===== config.mk =====
export PLATFORM = sky130hd
export DESIGN_NAME = hex_display_arbiter_flat
export DESIGN_NICKNAME = d
export VERILOG_FILES = /design/src/rtl/hex_display_arbiter_pkg.sv /design/src/rtl/hex_display_arbiter_if.sv /design/src/rtl/hex_display_arbiter_tick_gen.sv /design/src/rtl/hex_display_arbiter.sv /design/src/flat_wrapper.sv
export SDC_FILE = /design/constraint.sdc
export NUM_CORES = 1
export LEC_CHECK = 0
export CORE_UTILIZATION = 46
export CTS_BUF_LIST = sky130_fd_sc_hd__clkbuf_8
export DETAILED_ROUTE_END_ITERATION = 7
export PLACE_DENSITY = 0.88
export SYNTH_ARGS = -nofsm -noshare
export SYNTH_HDL_FRONTEND = slang
export SYNTH_HIERARCHICAL = 1
export SYNTH_SLANG_ARGS = --single-unit

===== constraint.sdc =====
create_clock -name CLOCK_50 -period 7.94 [get_ports CLOCK_50]
set_input_delay 1.588 -clock CLOCK_50 [delete_from_list [all_inputs] [get_ports CLOCK_50]]
set_output_delay 1.588 -clock CLOCK_50 [all_outputs]
set_load 0.03 [all_outputs]

===== src/rtl/hex_display_arbiter_pkg.sv =====
`timescale 1ns/1ps
// -----------------------------------------------------------------------------
// disp_pkg
// Shared types and constants for the seven-segment display arbiter slice.
//   disp_state_e : arbiter state (IDLE, HOLD, OPEN)
//   DIGITS       : number of seven-segment digits on the board
//   NIBBLE_W     : bits per hex digit
//   DISP_W       : width of one requester's display word
//   BLANK_ALL    : per-digit blank mask with every digit dark
//   MAX_REQ      : largest supported requester count (owner index is 3 bits)
// -----------------------------------------------------------------------------
package disp_pkg;

   typedef enum logic [1:0] {
      IDLE,
      HOLD,
      OPEN
   } disp_state_e;

   localparam int unsigned       DIGITS    = 8;
   localparam int unsigned       NIBBLE_W  = 4;
   localparam int unsigned       DISP_W    = DIGITS * NIBBLE_W;
   localparam logic [DIGITS-1:0] BLANK_ALL = 8'hFF;
   localparam int unsigned       MAX_REQ   = 8;

endpackage


===== src/rtl/hex_display_arbiter_if.sv =====
`timescale 1ns/1ps
// -----------------------------------------------------------------------------
// hex_display_arbiter_if
// Bundles the requester side and the display side of the arbiter.
//   req        : per-requester request level (high while display wanted)
//   data       : requester i digits in bits [32i+31:32i], nibble k -> HEX k
//   grant      : registered one-hot grant, all-zero when idle
//   owner      : index of current/last owner, zero-extended to 3 bits
//   disp_value : registered 32-bit value for the per-digit decoders
//   disp_blank : per-digit blank, 1 = digit dark
// Modports: master = requesters/board top, slave = arbiter.
// -----------------------------------------------------------------------------
interface hex_display_arbiter_if #(
   parameter int unsigned NUM_REQ = 4
);
   import disp_pkg::*;

   logic [NUM_REQ-1:0]        req;
   logic [DISP_W*NUM_REQ-1:0] data;
   logic [NUM_REQ-1:0]        grant;
   logic [2:0]                owner;
   logic [DISP_W-1:0]         disp_value;
   logic [DIGITS-1:0]         disp_blank;

   modport master (
      output req,
      output data,
      input  grant,
      input  owner,
      input  disp_value,
      input  disp_blank
   );

   modport slave (
      input  req,
      input  data,
      output grant,
      output owner,
      output disp_value,
      output disp_blank
   );

endinterface


===== src/rtl/hex_display_arbiter_tick_gen.sv =====
`timescale 1ns/1ps
// -----------------------------------------------------------------------------
// tick_gen
// Free-running prescaler producing a one-cycle enable pulse every
// 2^TICK_DIV clocks. Consumers use tick as a clock enable; no derived clocks.
//   CLOCK_50 : system clock
//   RESET_N  : asynchronous active-low reset
//   tick     : high for exactly one cycle while the counter is all-ones
// -----------------------------------------------------------------------------
module tick_gen #(
   parameter int unsigned TICK_DIV = 22
) (
   input  logic CLOCK_50,
   input  logic RESET_N,
   output logic tick
);

   logic [TICK_DIV-1:0] cnt_q;

   always_ff @(posedge CLOCK_50 or negedge RESET_N) begin
      if (!RESET_N) begin
         cnt_q <= '0;
      end else begin
         cnt_q <= cnt_q + TICK_DIV'(1);
      end
   end

   assign tick = &cnt_q;

endmodule


===== src/rtl/hex_display_arbiter.sv =====
`timescale 1ns/1ps
// -----------------------------------------------------------------------------
// hex_display_arbiter
// Shares the eight-digit seven-segment display between NUM_REQ requesters
// using round-robin arbitration with a minimum dwell of HOLD_TICKS prescaled
// ticks. A new owner is held for the dwell period (HOLD); afterwards (OPEN)
// any other request moves the grant on. An owner dropping its request always
// returns the arbiter to IDLE, leaving a one-cycle gap before re-arbitration.
//   CLOCK_50 : system clock, 50 MHz
//   RESET_N  : asynchronous active-low reset
//   bus      : slave modport - req/data in, grant/owner/disp_value/disp_blank out
// -----------------------------------------------------------------------------
module hex_display_arbiter
   import disp_pkg::*;
#(
   parameter int unsigned NUM_REQ    = 4,
   parameter int unsigned TICK_DIV   = 22,
   parameter int unsigned HOLD_TICKS = 8
) (
   input  logic                  CLOCK_50,
   input  logic                  RESET_N,
   hex_display_arbiter_if.slave  bus
);

   localparam int unsigned        DWELL_W   = $clog2(HOLD_TICKS + 1);
   localparam logic [DWELL_W-1:0] DWELL_MAX = DWELL_W'(HOLD_TICKS);
   localparam logic [2:0]         OWNER_RST = 3'(NUM_REQ - 1);

   disp_state_e         state_q, state_d;
   logic [NUM_REQ-1:0]  grant_q, grant_d;
   logic [2:0]          owner_q, owner_d;
   logic [DWELL_W-1:0]  dwell_q, dwell_d;
   logic [DISP_W-1:0]   value_q, value_d;
   logic [DIGITS-1:0]   blank_q, blank_d;

   logic                tick;
   logic [MAX_REQ-1:0]  req_w;
   logic [MAX_REQ-1:0]  owner_oh;
   logic [MAX_REQ-1:0]  cand;
   logic [2:0]          pick_idx;
   logic                pick_valid;
   logic [NUM_REQ-1:0]  pick_grant;
   int unsigned         rr_idx;
   logic [DISP_W-1:0]   slice [MAX_REQ];

   tick_gen #(
      .TICK_DIV (TICK_DIV)
   ) u_tick_gen (
      .CLOCK_50 (CLOCK_50),
      .RESET_N  (RESET_N),
      .tick     (tick)
   );

   // Requester words padded to MAX_REQ entries so a 3-bit owner index
   // always selects a defined word.
   for (genvar i = 0; i < MAX_REQ; i++) begin : g_slice
      if (i < NUM_REQ) begin : g_used
         assign slice[i] = bus.data[i*DISP_W +: DISP_W];
      end else begin : g_unused
         assign slice[i] = '0;
      end
   end

   assign req_w    = MAX_REQ'(bus.req);
   assign owner_oh = MAX_REQ'(1) << owner_q;

   // In OPEN the owner is excluded so an active owner never re-wins itself;
   // in IDLE the owner is the last candidate of the rotation.
   assign cand = (state_q == OPEN) ? (req_w & ~owner_oh) : req_w;

   // Round-robin search starting at owner+1, wrapping modulo NUM_REQ.
   always_comb begin
      pick_valid = 1'b0;
      pick_idx   = owner_q;
      rr_idx     = 0;
      for (int unsigned k = 1; k <= NUM_REQ; k++) begin
         rr_idx = (32'(owner_q) + k) % NUM_REQ;
         if (!pick_valid && cand[rr_idx[2:0]]) begin
            pick_valid = 1'b1;
            pick_idx   = rr_idx[2:0];
         end
      end
   end

   always_comb begin
      pick_grant = '0;
      for (int unsigned i = 0; i < NUM_REQ; i++) begin
         pick_grant[i] = (32'(pick_idx) == i);
      end
   end

   // Next-state logic. A dropped owner request takes priority over both the
   // dwell tick and any competing request.
   always_comb begin
      state_d = state_q;
      grant_d = grant_q;
      owner_d = owner_q;
      dwell_d = dwell_q;

      unique case (state_q)
         IDLE: begin
            if (pick_valid) begin
               state_d = HOLD;
               grant_d = pick_grant;
               owner_d = pick_idx;
               dwell_d = '0;
            end
         end

         HOLD: begin
            if (!req_w[owner_q]) begin
               state_d = IDLE;
               grant_d = '0;
            end else if (tick && (dwell_q != DWELL_MAX)) begin
               dwell_d = dwell_q + DWELL_W'(1);
               if (dwell_d == DWELL_MAX) begin
                  state_d = OPEN;
               end
            end
         end

         OPEN: begin
            if (!req_w[owner_q]) begin
               state_d = IDLE;
               grant_d = '0;
            end else if (pick_valid) begin
               state_d = HOLD;
               grant_d = pick_grant;
               owner_d = pick_idx;
               dwell_d = '0;
            end
         end

         default: begin
            state_d = IDLE;
            grant_d = '0;
            dwell_d = '0;
         end
      endcase
   end

   // Display follows the current owner with one cycle of latency; blanking
   // is derived from the next state so it switches on the same edge as grant.
   always_comb begin
      value_d = value_q;
      if (state_q != IDLE) begin
         value_d = slice[owner_q];
      end
      blank_d = (state_d == IDLE) ? BLANK_ALL : '0;
   end

   always_ff @(posedge CLOCK_50 or negedge RESET_N) begin
      if (!RESET_N) begin
         state_q <= IDLE;
         grant_q <= '0;
         owner_q <= OWNER_RST;
         dwell_q <= '0;
         value_q <= '0;
         blank_q <= BLANK_ALL;
      end else begin
         state_q <= state_d;
         grant_q <= grant_d;
         owner_q <= owner_d;
         dwell_q <= dwell_d;
         value_q <= value_d;
         blank_q <= blank_d;
      end
   end

   assign bus.grant      = grant_q;
   assign bus.owner      = owner_q;
   assign bus.disp_value = value_q;
   assign bus.disp_blank = blank_q;

endmodule


===== src/flat_wrapper.sv =====
// flat-port wrapper written by rule: the top's interface ports become plain ports
module hex_display_arbiter_flat import disp_pkg::*;
#(
   parameter int unsigned NUM_REQ    = 4,
   parameter int unsigned TICK_DIV   = 22,
   parameter int unsigned HOLD_TICKS = 8
)
  (CLOCK_50, RESET_N, bus_req, bus_data, bus_grant, bus_owner, bus_disp_value, bus_disp_blank);
  hex_display_arbiter_if #(.NUM_REQ(NUM_REQ)) bus_i ();
  input  logic CLOCK_50;
  input  logic RESET_N;
  input wire logic [$bits(bus_i.req)-1:0] bus_req;
  input wire logic [$bits(bus_i.data)-1:0] bus_data;
  output wire logic [$bits(bus_i.grant)-1:0] bus_grant;
  output wire logic [$bits(bus_i.owner)-1:0] bus_owner;
  output wire logic [$bits(bus_i.disp_value)-1:0] bus_disp_value;
  output wire logic [$bits(bus_i.disp_blank)-1:0] bus_disp_blank;
  assign bus_i.req = bus_req;
  assign bus_i.data = bus_data;
  assign bus_grant = bus_i.grant;
  assign bus_owner = bus_i.owner;
  assign bus_disp_value = bus_i.disp_value;
  assign bus_disp_blank = bus_i.disp_blank;
  hex_display_arbiter #(.NUM_REQ(NUM_REQ), .TICK_DIV(TICK_DIV), .HOLD_TICKS(HOLD_TICKS)) u_core (.CLOCK_50(CLOCK_50), .RESET_N(RESET_N), .bus(bus_i));
endmodule

# Yosys cells after proc, flatten, opt, wreduce, memory -nomap -nowiden
# Index checks and enable logic that the tools add are counted.
# classes
add_sub_neg	6
multipliers	0
div_mod_pow	0
n_lt_le_gt_ge	6
n_eq_ne	11
shifts	1
n_mux	41
bitwise_logic	3
n_reduce_logical	15
# ops
operator	n
$bmux 32 s3	1
$mux 32	2
$mux 4	8
$pmux 4 s3	2
$add 22x1->22 const B	1
$reduce_and 22->1	1
$mux 3	6
$lt 2x4->1 const B	4
$mux 2	5
$mux 1	9
$bmux 1 s2	4
$mux 8	1
$eq 3x2->1 const B	2
$pmux 2 s3	1
$pmux 3 s2	1
$add 2x1->2 const B	2
$add 2x2->2 const B	2
$add 4x1->4 const B	1
$and 4x4->4	1
$eq 4x4->1 const B	1
$ge 4x4->1 const B	1
$logic_and 1x1->1	4
$logic_not 2->1	2
$lt 3x4->1 const B	1
15 further kinds	20
# word_totals
register_bits	75
latchBits	0
ram_bits	0
romBits	0
in_bits	134
output_inout_bits	47
word_cells	90
mem_count	0

# Depth between registers and ports, before layout
# Gate-level depths: netlist (run 1).
# depth
depth_word	21
depth_mapped	9
depth_no_buf	9

# By module
# Netlist (run 1), hierarchy kept.
# modules_own_cells
mod	instances	cells_each	area_each_um2	seq_area_each_um2
hex_display_arbiter	1	226	2979.1	1154.9
tick_gen	1	78	973.4	550.5

# Worst setup path before layout (run 1)
# Ideal clock, no wire load.
# synth_timing
path_type	in2reg
startpoint	in bus_req[0]
endpoint	reg u_core.grant_q[0], in the netlist u_core/bus.grant[0]
setup_time_ns	0.122
t_arrival_ns	2.865
t_required_ns	7.818
path_slack_ns	4.954
stages	5
path_buffers	0
cell_sequence	a21bo_2 mux4_2 a31oi_1 o21bai_1 a32o_1
# synth_via
elab_chain_cells	18
word_cells_on_any_way	31
classes_between	1 x eq/ne; 22 x mux; 1 x bitwise; 7 x reduce/logical
# synth_lines
element	line	rtl
start: declaration	flat_wrapper.sv:12	input wire logic [$bits(bus_i.req)-1:0] bus_req;
$and 4x4->4	hex_display_arbiter.sv:69	assign cand = (state_q == OPEN) ? (req_w & ~owner_oh) : req_w;
$mux 4	hex_display_arbiter.sv:69	
$bmux 1 s2	hex_display_arbiter.sv:78	if (!pick_valid && cand[rr_idx[2:0]]) begin
$mux 1 (not written as such)	hex_display_arbiter.sv:78	
$mux 1	hex_display_arbiter.sv:78	
$logic_not 1->1	hex_display_arbiter.sv:78	
$logic_and 1x1->1	hex_display_arbiter.sv:78	
$mux 1	hex_display_arbiter.sv:78	
[2 not listed]	--	
$mux 1	hex_display_arbiter.sv:78	
$logic_not 1->1	hex_display_arbiter.sv:78	
$logic_and 1x1->1	hex_display_arbiter.sv:78	
$mux 3	hex_display_arbiter.sv:78	
$logic_not 3->1	hex_display_arbiter.sv:88	pick_grant[i] = (32'(pick_idx) == i);
$mux 4	hex_display_arbiter.sv:102, hex_display_arbiter.sv:126	
$mux 4	hex_display_arbiter.sv:123	if (!req_w[owner_q]) begin
$pmux 4 s3	hex_display_arbiter.sv:100	unique case (state_q)
end signal: assignment	hex_display_arbiter.sv:162	grant_q <= grant_d;
end: declaration	hex_display_arbiter.sv:30	logic [NUM_REQ-1:0] grant_q, grant_d;
# Parallel ways exist; a longest one is shown, timed or not. The select of a mux whose other input is x is not followed.
# A chain may end at the register's enable or synchronous reset.

# Worst setup path after layout (run 1)
# layout_timing
startpoint	reg u_core.owner_q[1], in the netlist u_core/bus.owner[1]
endpoint	out bus_owner[1]
# layout_rtl
element	line	rtl
start: declaration	hex_display_arbiter.sv:31	logic [2:0] owner_q, owner_d;
start signal: assignment	hex_display_arbiter.sv:163	owner_q <= owner_d;
end: declaration	flat_wrapper.sv:15	output wire logic [$bits(bus_i.owner)-1:0] bus_owner;
# No word-level cell between the ends.

==> results of run 1 <==
==> layer usage <==
| layer | vias up | GRT usage, % | wire, um |
|---|---|---|---|
| met4 | 0 | 8.84 | 331 |
| li1 | 1516 | - | - |
| met2 | 188 | 45.8 | 6100 |
| met3 | 28 | 7.17 | 808 |
| met5 | - | 0 | 0 |
| met1 | 1667 | 32.3 | 4190 |
==> layout make-up <==
type | instances | area [sq um] | area share [%]
clock inverter | 7 | 75.1 | 1.26
clock buffer | 9 | 124 | 2.07
sequential | 68 | 1710 | 28.5
inverter | 7 | 26.3 | 0.439
tap | 105 | 131 | 2.20
timing repair buffer | 184 | 1830 | 30.5
multi-input combinational | 205 | 2090 | 35.0
==> registers in the layout, indices dropped and copies added, names as in the netlist <==
name                     count
u_core/bus.disp_blank        1
u_core/bus.disp_value       32
u_core/bus.grant             4
u_core/bus.owner             3
u_core/dwell_q               4
u_core/state_q               2
u_core/u_tick_gen/cnt_q     22
==> metrics by stage <==
| step | hold slack [ps] | setup slack, ps | cell area, sq um | util (%) | power, mW |
|---|---|---|---|---|---|
| global placement | 454 | 4380 | 5780 | 70.0 | 1.73 |
| floorplan | 438 | 4950 | 3950 | - | 1.36 |
| finish | 471 | 4050 | 5980 | 72.4 | 2.05 |
| CTS | 479 | 4010 | 5980 | 72.4 | 2.06 |
| global route | 489 | 3980 | 5980 | 72.4 | 2.15 |
| detailed placement | 465 | 4240 | 5780 | 70.0 | 1.77 |
==> path summary, 6_finish.rpt <==
| path | startpoint | to | slack [ps] | depth (start not counted) |
|---|---|---|---|---|
| worst max-delay path | u_core/bus.owner[1] | bus_owner[1] | 4050 | 1 |
| worst min-delay path | u_core/u_tick_gen/cnt_q[17] | u_core/u_tick_gen/cnt_q[17] | 470 | 1 |
| worst max register to register | u_core/bus.owner[1] | u_core/bus.owner[0] | 4600 | 8 |
| worst min register to register | u_core/u_tick_gen/cnt_q[17] | u_core/u_tick_gen/cnt_q[17] | 470 | 1 |
| max in group asynchronous | RESET_N | u_core/bus.disp_value[21] | 5970 | 2 |
| min in group asynchronous | RESET_N | u_core/dwell_q[2] | 1420 | 2 |
==> synth_stat cells (5+ instances only) <==
| cell | number |
|---|---|
| inv_1 | 6 |
| nor2_1 | 12 |
| o21ai_0 | 8 |
| ha_1 | 7 |
| buf_4 | 8 |
| nand2_1 | 19 |
| clkbuf_1 | 9 |
| nand3_1 | 14 |
| mux4_2 | 36 |
| xor2_1 | 7 |
| a22o_1 | 32 |
| buf_2 | 5 |
| dfrtp_1 | 65 |
| xnor2_1 | 17 |
==> cells by family (layout without fill, tap and decap cells) <==
| group | after synthesis | after routing | share of synthesized area (%) |
|---|---|---|---|
| AO/OA/AOI/OAI | 64 | 64 | 13.1 |
| AND/OR/NAND/NOR | 70 | 70 | 10.6 |
| flip-flops | 68 | 68 | 43.1 |
| multiplexers | 40 | 40 | 21.6 |
| XOR/XNOR | 24 | 24 | 5.32 |
| adder cells (fa/ha/maj) | 7 | 7 | 2.22 |
| buffers and inverters | 31 | 207 | 4.05 |
==> report_power, final <==
part           switching, mW  leakage, nW  internal [mW]  total (mW)
Clock                  0.140       0.0918          0.146       0.285
Sequential             0.118        0.859          0.460       0.577
Combinational          0.601         1.48          0.587        1.19
Total                  0.858         2.43           1.19        2.05
==> impl_metrics.yaml, run 1 <==
route:
  vias: 3399
  drc: 0
  detailedRoute.firstIterationViolations: 210
  wire_per_inst_um: 19.5
  wl_um: 11400
  antenna_left: 0
  viasPerCell: 5.81
  drt_pass1_iterations: 4
critical_path:
  timing.critical_path.max_delay_family: "flip-flops"
  critPathKind: "flop to output pin"
  critical-path-max-stage-delay_ps: 1140
  crit_slowest_cell: "dfstp_2"
  critical_path.max_fanout: 39
  setup.worst_path.start_class: "flop"
  critical_path_buf_inv_count: 1
  worst-endpoint-arrival_ps: 2310
  end_kind: "output pin"
  critical_path.cell_chain: "clkdlybuf4s50_1"
  cp.required_ps: 6350
synth:
  yosysUniqueCellTypes: 48
  post_synth_inst_count: 304
  number_of_enable_flip_flop_cells_after_synthesis: 0
  post_synth_main_area_contributors: "dfrtp_1, mux4_2, a22o_1"
  synth_flop_cell: "dfrtp_1"
  share_of_the_synthesized_area_in_the_top_cell_type_pct: 41.2
  synth-async-reset-ratio_pct: 100
  ys.warnings.count: 6
  syn_area_per_cell_sq_um: 13.0
  yosys_register_bits: 68
  yosysSeqAreaShare_pct: 43.1
  netlist_area_sq_um: 3950
  yosysTopAreaCell: "dfrtp_1"
  synth_fp_nets: 445
cts:
  cts_tree: "built"
  cts-buffers-inserted: 9
  ctsHtreeMaxLevel: 3
  holdBufCountCts: 0
  worst_skew_pair.late_latency_ps: 350
  clock_tree.root_cell: "clkbuf_8"
  worst_setup_hold_path_clk_slew_ps: 70
  cts_sinks: 68
  postCtsSetupBuffers: 0
  ctsLongestPathBuffers: 2
  cts-resized-gates: 0
outcome:
  run_status: "finished clean"
sta:
  final_period_minus_worst_setup_slack_ps: 3890
  setup_tns_ps: 0
  max_slew.worst_pin.slew_ps: 956
  setup_viol: 0
  maximum_frequency_from_static_timing_analysis_mhz: 257
  skew_ps: 9.91
  period_share_pct: 49.0
  pins_over_slew_limit: 0
  grt_setup_unrepaired: "no"
  hold_viol_final: 0
  slew_headroom_pct: 35.7
placement:
  gp_congestion: 0.911
  numPortBuffers: 180
  dp.cells: 569
  detailedPlacementHpwl_um: 8720
cells_and_area:
  insertedDiodeCount: 0
  layout_commonest_cell: "clkdlybuf4s50_1"
  layout_common_cells: "clkdlybuf4s50_1, dfrtp_1, mux4_2"
  drive_gt1_share_pct: 15.4
  final-instance-count-excl-fill: 585
  layout.filler_cells: 576
  nNetsFinal: 616
  syn_to_final_growth_pct: 51.3
global_route:
  wire_length_of_the_first_global_routing_pass_um: 17800
  grt_antenna_before_repair: 0
  track_usage_pct: 26.6
  grt_pass1_vias: 3509
  globalRoute.totalOverflow: 0
  pin_count_of_the_biggest_net_entering_global_routing: 69
power:
  cellLeakagePower_nw: 2.43
  powerDensity_nw_per_um2: 343
  vdd_drop_max_v: 0.000185
run:
  max_cap_viol_count: 0
die:
  die_x_um: 94.7
  total_die_area_sq_um: 8970
  core_region_area_sq_um: 8260
  die_h_um: 94.7
  std_cell_rows: 33
  io_pins: 181
  start_util_pct: 47.9
worst_hold_path:
  path_class_of_the_lowest_slack_min_delay_path: "flop to flop"
(Power assumes the default switching activity.)
==> inputs of run 2 (changes only) <==
Settings changed: CORE_UTILIZATION 46 to 43, PLACE_DENSITY 0.88 to 0.83.
Clock period 7.94 ns to 4 ns, I/O delays scaled along.
==> impl_metrics.yaml, run 2 (synthesized netlist as in run 1, its figures left out) <==
die:
  total_die_area_sq_um: 9580
  io_pins: 181
  core_region_area_sq_um: 8810
  die_x_um: 97.9
  die_h_um: 97.9
  std_cell_rows: 34
  start_util_pct: 44.9
cells_and_area:
  layout_common_cells: "clkdlybuf4s50_1, dfrtp_1, mux4_2"
  largest_register_ffs: 32
  drive_gt1_share_pct: 15.6
  layout.filler_cells: 628
  layout_commonest_cell: "clkdlybuf4s50_1"
  sequential_cell_area_sq_um: 1710
  syn_to_final_growth_pct: 52.5
  final_core_util_pct: 68.5
  multiInputGateArea_sq_um: 2090
  nNetsFinal: 617
  insertedDiodeCount: 0
critical_path:
  r2r_setup_slack_ps: 1100
  critical_path.max_fanout: 42
  crit_slowest_cell: "clkdlybuf4s50_1"
  r2r_end: "u_core/bus.grant[2]"
  end_kind: "output pin"
  worstReg2RegStart: "u_core/bus.owner[0]"
  setup.worst_path.start_class: "flop"
  critPathKind: "flop to output pin"
  critical-path-max-stage-delay_ps: 800
  critical_path.cell_chain: "buf_4 > clkdlybuf4s50_1"
  cp.required_ps: 3200
  r2r_cells: 7
  worst-endpoint-arrival_ps: 2310
route:
  antenna_left: 0
  drc: 1
  drt_pass1_iterations: 6
  vias: 3348
  wire_per_inst_um: 19.2
  viasPerCell: 5.68
  wl_um: 11300
  detailedRoute.firstIterationViolations: 170
worst_hold_path:
  whs_path_depth: 1
  path_class_of_the_lowest_slack_min_delay_path: "flop to flop"
  min-delay-start: "u_core/u_tick_gen/cnt_q[19]"
  whs_endpoint: "u_core/u_tick_gen/cnt_q[19]"
cts:
  cts_tree: "built"
  postCtsSetupBuffers: 0
  clock_tree.root_cell: "clkbuf_8"
  cts-buffers-inserted: 9
  worst_setup_hold_path_clk_slew_ps: 70
  ctsLongestPathBuffers: 2
  ctsHtreeMaxLevel: 3
  holdBufCountCts: 0
  cts-resized-gates: 0
  worst_skew_pair.late_latency_ps: 340
  cts_sinks: 68
power:
  vdd_drop_max_v: 0.000451
  powerDensity_nw_per_um2: 686
  cellLeakagePower_nw: 2.47
sta:
  period_share_pct: 77.8
  worst_slack_ps: 889
  maximum_frequency_from_static_timing_analysis_mhz: 321
  grt_setup_unrepaired: "no"
  final_period_minus_worst_setup_slack_ps: 3110
  setup_viol: 0
  pins_over_slew_limit: 0
  skew_ps: 9.00
  setup_tns_ps: 0
  hold_viol_final: 0
  final.hold.worst_slack_ps: 473
  max_slew.worst_pin.slew_ps: 863
  slew_headroom_pct: 42.0
placement:
  gp_congestion: 0.886
  dp_slack_ps: 1070
  numPortBuffers: 180
  detailedPlacementHpwl_um: 8860
outcome:
  run_status: "finished, violations left"
  failed_checks: "design-rule violations"
global_route:
  globalRoute.totalOverflow: 0
  grt_pass1_vias: 3591
  wire_length_of_the_first_global_routing_pass_um: 17800
  pin_count_of_the_biggest_net_entering_global_routing: 43
  track_usage_pct: 24.4
  grt_antenna_before_repair: 0
run:
  max_cap_viol_count: 0
[run 2: cell count changes in the layout (fill, tap and decap cells not counted)]
cell,delta
buf_4,+1
bufinv_16,+1
clkbuf_8,+3
clkinv_2,+1
clkinv_4,-1
clkinvlp_4,-3
inv_6,-1
[run 2: worst max-delay path, delay by kind of cell, from the launching register on]
family / cells / cell delay (ps)
buffers and inverters: 2 / 1390
flip-flops: 1 / 550
[run 2: worst max path at each step]
stage	startpoint	end	slack, ps	depth (start not counted)
floorplan	u_core/bus.owner[0]	u_core/bus.grant[0]	1330	8
global placement	u_core/bus.owner[0]	u_core/bus.grant[3]	1190	7
detailed placement	u_core/bus.owner[0]	u_core/bus.grant[2]	1070	7
CTS	u_core/bus.owner[0]	bus_owner[0]	840	2
global route	u_core/bus.owner[0]	bus_owner[0]	760	2
finish	u_core/bus.owner[0]	bus_owner[0]	890	2
[run 2: cell type report]
cell class              instances  share of cell area, %
well taps                     108                   2.24
inverters                       7                  0.436
clock inverters                 4                   1.16
multi-input cells             205                   34.7
flip-flops and latches         68                   28.3
clock buffers                  12                   2.74
repair buffers                185                   30.4
[run 2: power by group]
group | total (mW) | leakage (nW) | switching [mW] | internal [mW]
clock | 0.653 | 0.122 | 0.253 | 0.400
sequential | 1.08 | 0.859 | 0.165 | 0.911
combinational | 2.41 | 1.48 | 1.24 | 1.17
total | 4.14 | 2.47 | 1.66 | 2.48
[run 2: stage by stage]
stage / cells / power, mW / instance area (sq um)
after floorplan: 304 / 2.70 / 3950
after global placement: 573 / 3.44 / 5790
after detailed placement: 573 / 3.50 / 5790
after CTS: 589 / 4.16 / 6030
after global routing: 589 / 4.33 / 6030
final: 589 / 4.14 / 6030
[run 2: routing by layer]
| metal | GRT usage [%] | wire length [um] | vias to the layer above |
|---|---|---|---|
| met2 | 40.8 | 5880 | 142 |
| li1 | - | - | 1518 |
| met1 | 28.3 | 4170 | 1655 |
| met4 | 12.7 | 458 | 0 |
| met5 | 0 | 0 | - |
| met3 | 7.73 | 777 | 33 |
==> inputs of run 3 (changes only) <==
Settings changed: CORE_UTILIZATION 43 to 39, PLACE_DENSITY 0.83 to 0.79.
Clock period 4 ns to 2.8 ns, I/O delays scaled along.
==> impl_metrics.yaml, run 3 (synthesized netlist as in run 1, its figures left out) <==
outcome:
  run_status: "finished clean"
route:
  wl_um: 10700
  drt_pass1_iterations: 5
  viasPerCell: 5.36
  antenna_left: 0
  detailedRoute.firstIterationViolations: 116
  vias: 3314
  drc: 0
  wire_per_inst_um: 17.3
critical_path:
  setup.worst_path.start_class: "flop"
  critical-path-max-stage-delay_ps: 660
  critical_path.max_fanout: 10
  critPathKind: "flop to flop"
  critical_path.cell_chain: "clkinv_1 > ha_1 > a21bo_2 > mux4_2 > a31oi_1 > o21bai_1 > a32o_1"
  crit_slowest_cell: "dfstp_2"
  cp.required_ps: 3030
  r2r_cells: 7
  end_kind: "flop"
  worst-endpoint-arrival_ps: 2790
global_route:
  globalRoute.totalOverflow: 0
  track_usage_pct: 21.2
  wire_length_of_the_first_global_routing_pass_um: 16700
  pin_count_of_the_biggest_net_entering_global_routing: 42
  grt_pass1_vias: 3396
  grt_antenna_before_repair: 0
die:
  io_pins: 181
  die_x_um: 103
  core_region_area_sq_um: 9820
  total_die_area_sq_um: 10500
  start_util_pct: 40.3
  die_h_um: 103
  std_cell_rows: 36
cells_and_area:
  nNetsFinal: 621
  largest_register_ffs: 32
  drive_gt1_share_pct: 16.7
  layout.filler_cells: 814
  insertedDiodeCount: 0
  syn_to_final_growth_pct: 53.6
  layout_commonest_cell: "clkdlybuf4s50_1"
  layout_common_cells: "clkdlybuf4s50_1, dfrtp_1, mux4_2"
cts:
  holdBufCountCts: 0
  clock_tree.root_cell: "clkbuf_8"
  ctsLongestPathBuffers: 2
  cts_tree: "built"
  cts-buffers-inserted: 9
  worst_skew_pair.late_latency_ps: 340
  worst_setup_hold_path_clk_slew_ps: 70
  cts_sinks: 68
  ctsHtreeMaxLevel: 3
power:
  power.sequential.fraction_pct: 26.4
  vdd_drop_max_v: 0.000446
  total_switching_power_mw: 2.38
  combPwrFrac_pct: 59.7
  cellLeakagePower_nw: 2.47
  cellInternalPower_mw: 3.44
  swShare_pct: 40.9
  powerDensity_nw_per_um2: 958
  clock_network_fraction_of_total_power_pct: 13.9
sta:
  final_period_minus_worst_setup_slack_ps: 2570
  skew_ps: 6.12
  maximum_frequency_from_static_timing_analysis_mhz: 390
  final.hold.worst_slack_ps: 261
  max_slew.worst_pin.slew_ps: 685
  grt_setup_unrepaired: "no"
  period_share_pct: 91.7
  hold_viol_final: 0
  setup_viol: 0
  setup_tns_ps: 0
  pins_over_slew_limit: 0
  slew_headroom_pct: 54.4
placement:
  numPortBuffers: 180
  detailedPlacementHpwl_um: 8610
  gp_congestion: 0.884
run:
  max_cap_viol_count: 0
worst_hold_path:
  path_class_of_the_lowest_slack_min_delay_path: "input pin to asynchronous set/reset pin"
## run 3: changes by cell type in the layout (fill, tap and decap cells not counted), sizes merged
cell	delta
buf	+5
clkbuf	-2
clkinvlp	+2
bufinv	-1
clkdlybuf4s50	-1
clkinv	+1
## run 3: metal layers
layer | vias up | share of wire [%] | GRT usage (%)
li1 | 1522 | - | -
met1 | 1656 | 40 | 27.2
met2 | 127 | 53 | 36.1
met3 | 9 | 5.7 | 4.54
met4 | 0 | 1.1 | 6.37
met5 | - | 0 | 0
## run 3: area by class of cell
cell class,instances,area [sq um],area share [%]
flip-flops and latches,68,1710,28.1
repair buffers,189,1870,30.9
clock inverters,6,63.8,1.05
multi-input cells,205,2100,34.5
inverters,7,26.3,0.433
well taps,133,166,2.74
clock buffers,10,138,2.27
## run 3: repair_timing
action                                  in CTS  in global routing
endpoints found under the setup margin       0                  1
gates resized for setup                      0                  1
buffers inserted                             0                  0
## run 3: path summary, 6_finish.rpt
| kind | startpoint | to | slack [ps] |
|---|---|---|---|
| worst max-delay path | u_core/bus.owner[0] | u_core/bus.grant[0] | 230 |
| worst min register to register | u_core/u_tick_gen/cnt_q[19] | u_core/u_tick_gen/cnt_q[19] | 480 |
| min in group CLOCK_50 | u_core/u_tick_gen/cnt_q[19] | u_core/u_tick_gen/cnt_q[19] | 480 |
| max in group asynchronous | RESET_N | u_core/bus.owner[0] | 1830 |
| worst min-delay path | RESET_N | u_core/dwell_q[3] | 260 |
| worst max register to register | u_core/bus.owner[0] | u_core/bus.grant[0] | 230 |
## run 3: through the flow
step / instance area [sq um] / utilization, % / power, mW / cells / setup WS [ps]
floorplan: 3950 / - / 3.85 / 304 / 128
CTS: 6070 / 61.8 / 5.87 / 618 / 134
finish: 6070 / 61.8 / 5.82 / 618 / 233
detailed placement: 5860 / 59.7 / 5.05 / 602 / 64.6
global route: 6070 / 61.8 / 6.14 / 618 / 73.4
global placement: 5860 / 59.7 / 4.96 / 602 / 261
## run 3: power by group through the flow
stage	clock network, mW	registers [mW]	logic (mW)
finish	0.807	1.54	3.47
global route	0.874	1.58	3.69
CTS	0.830	1.54	3.50
detailed placement	0	1.55	3.50
global placement	0	1.54	3.42
floorplan	0	2.02	1.84
## run 3: critical path: cells and delay by family (launching register included)
kind,cells,cell delay (ps)
buffers and inverters,1,150
adders and majority gates,1,240
AOI/OAI and AO/OA,4,910
DFF,1,660
muxes,1,500
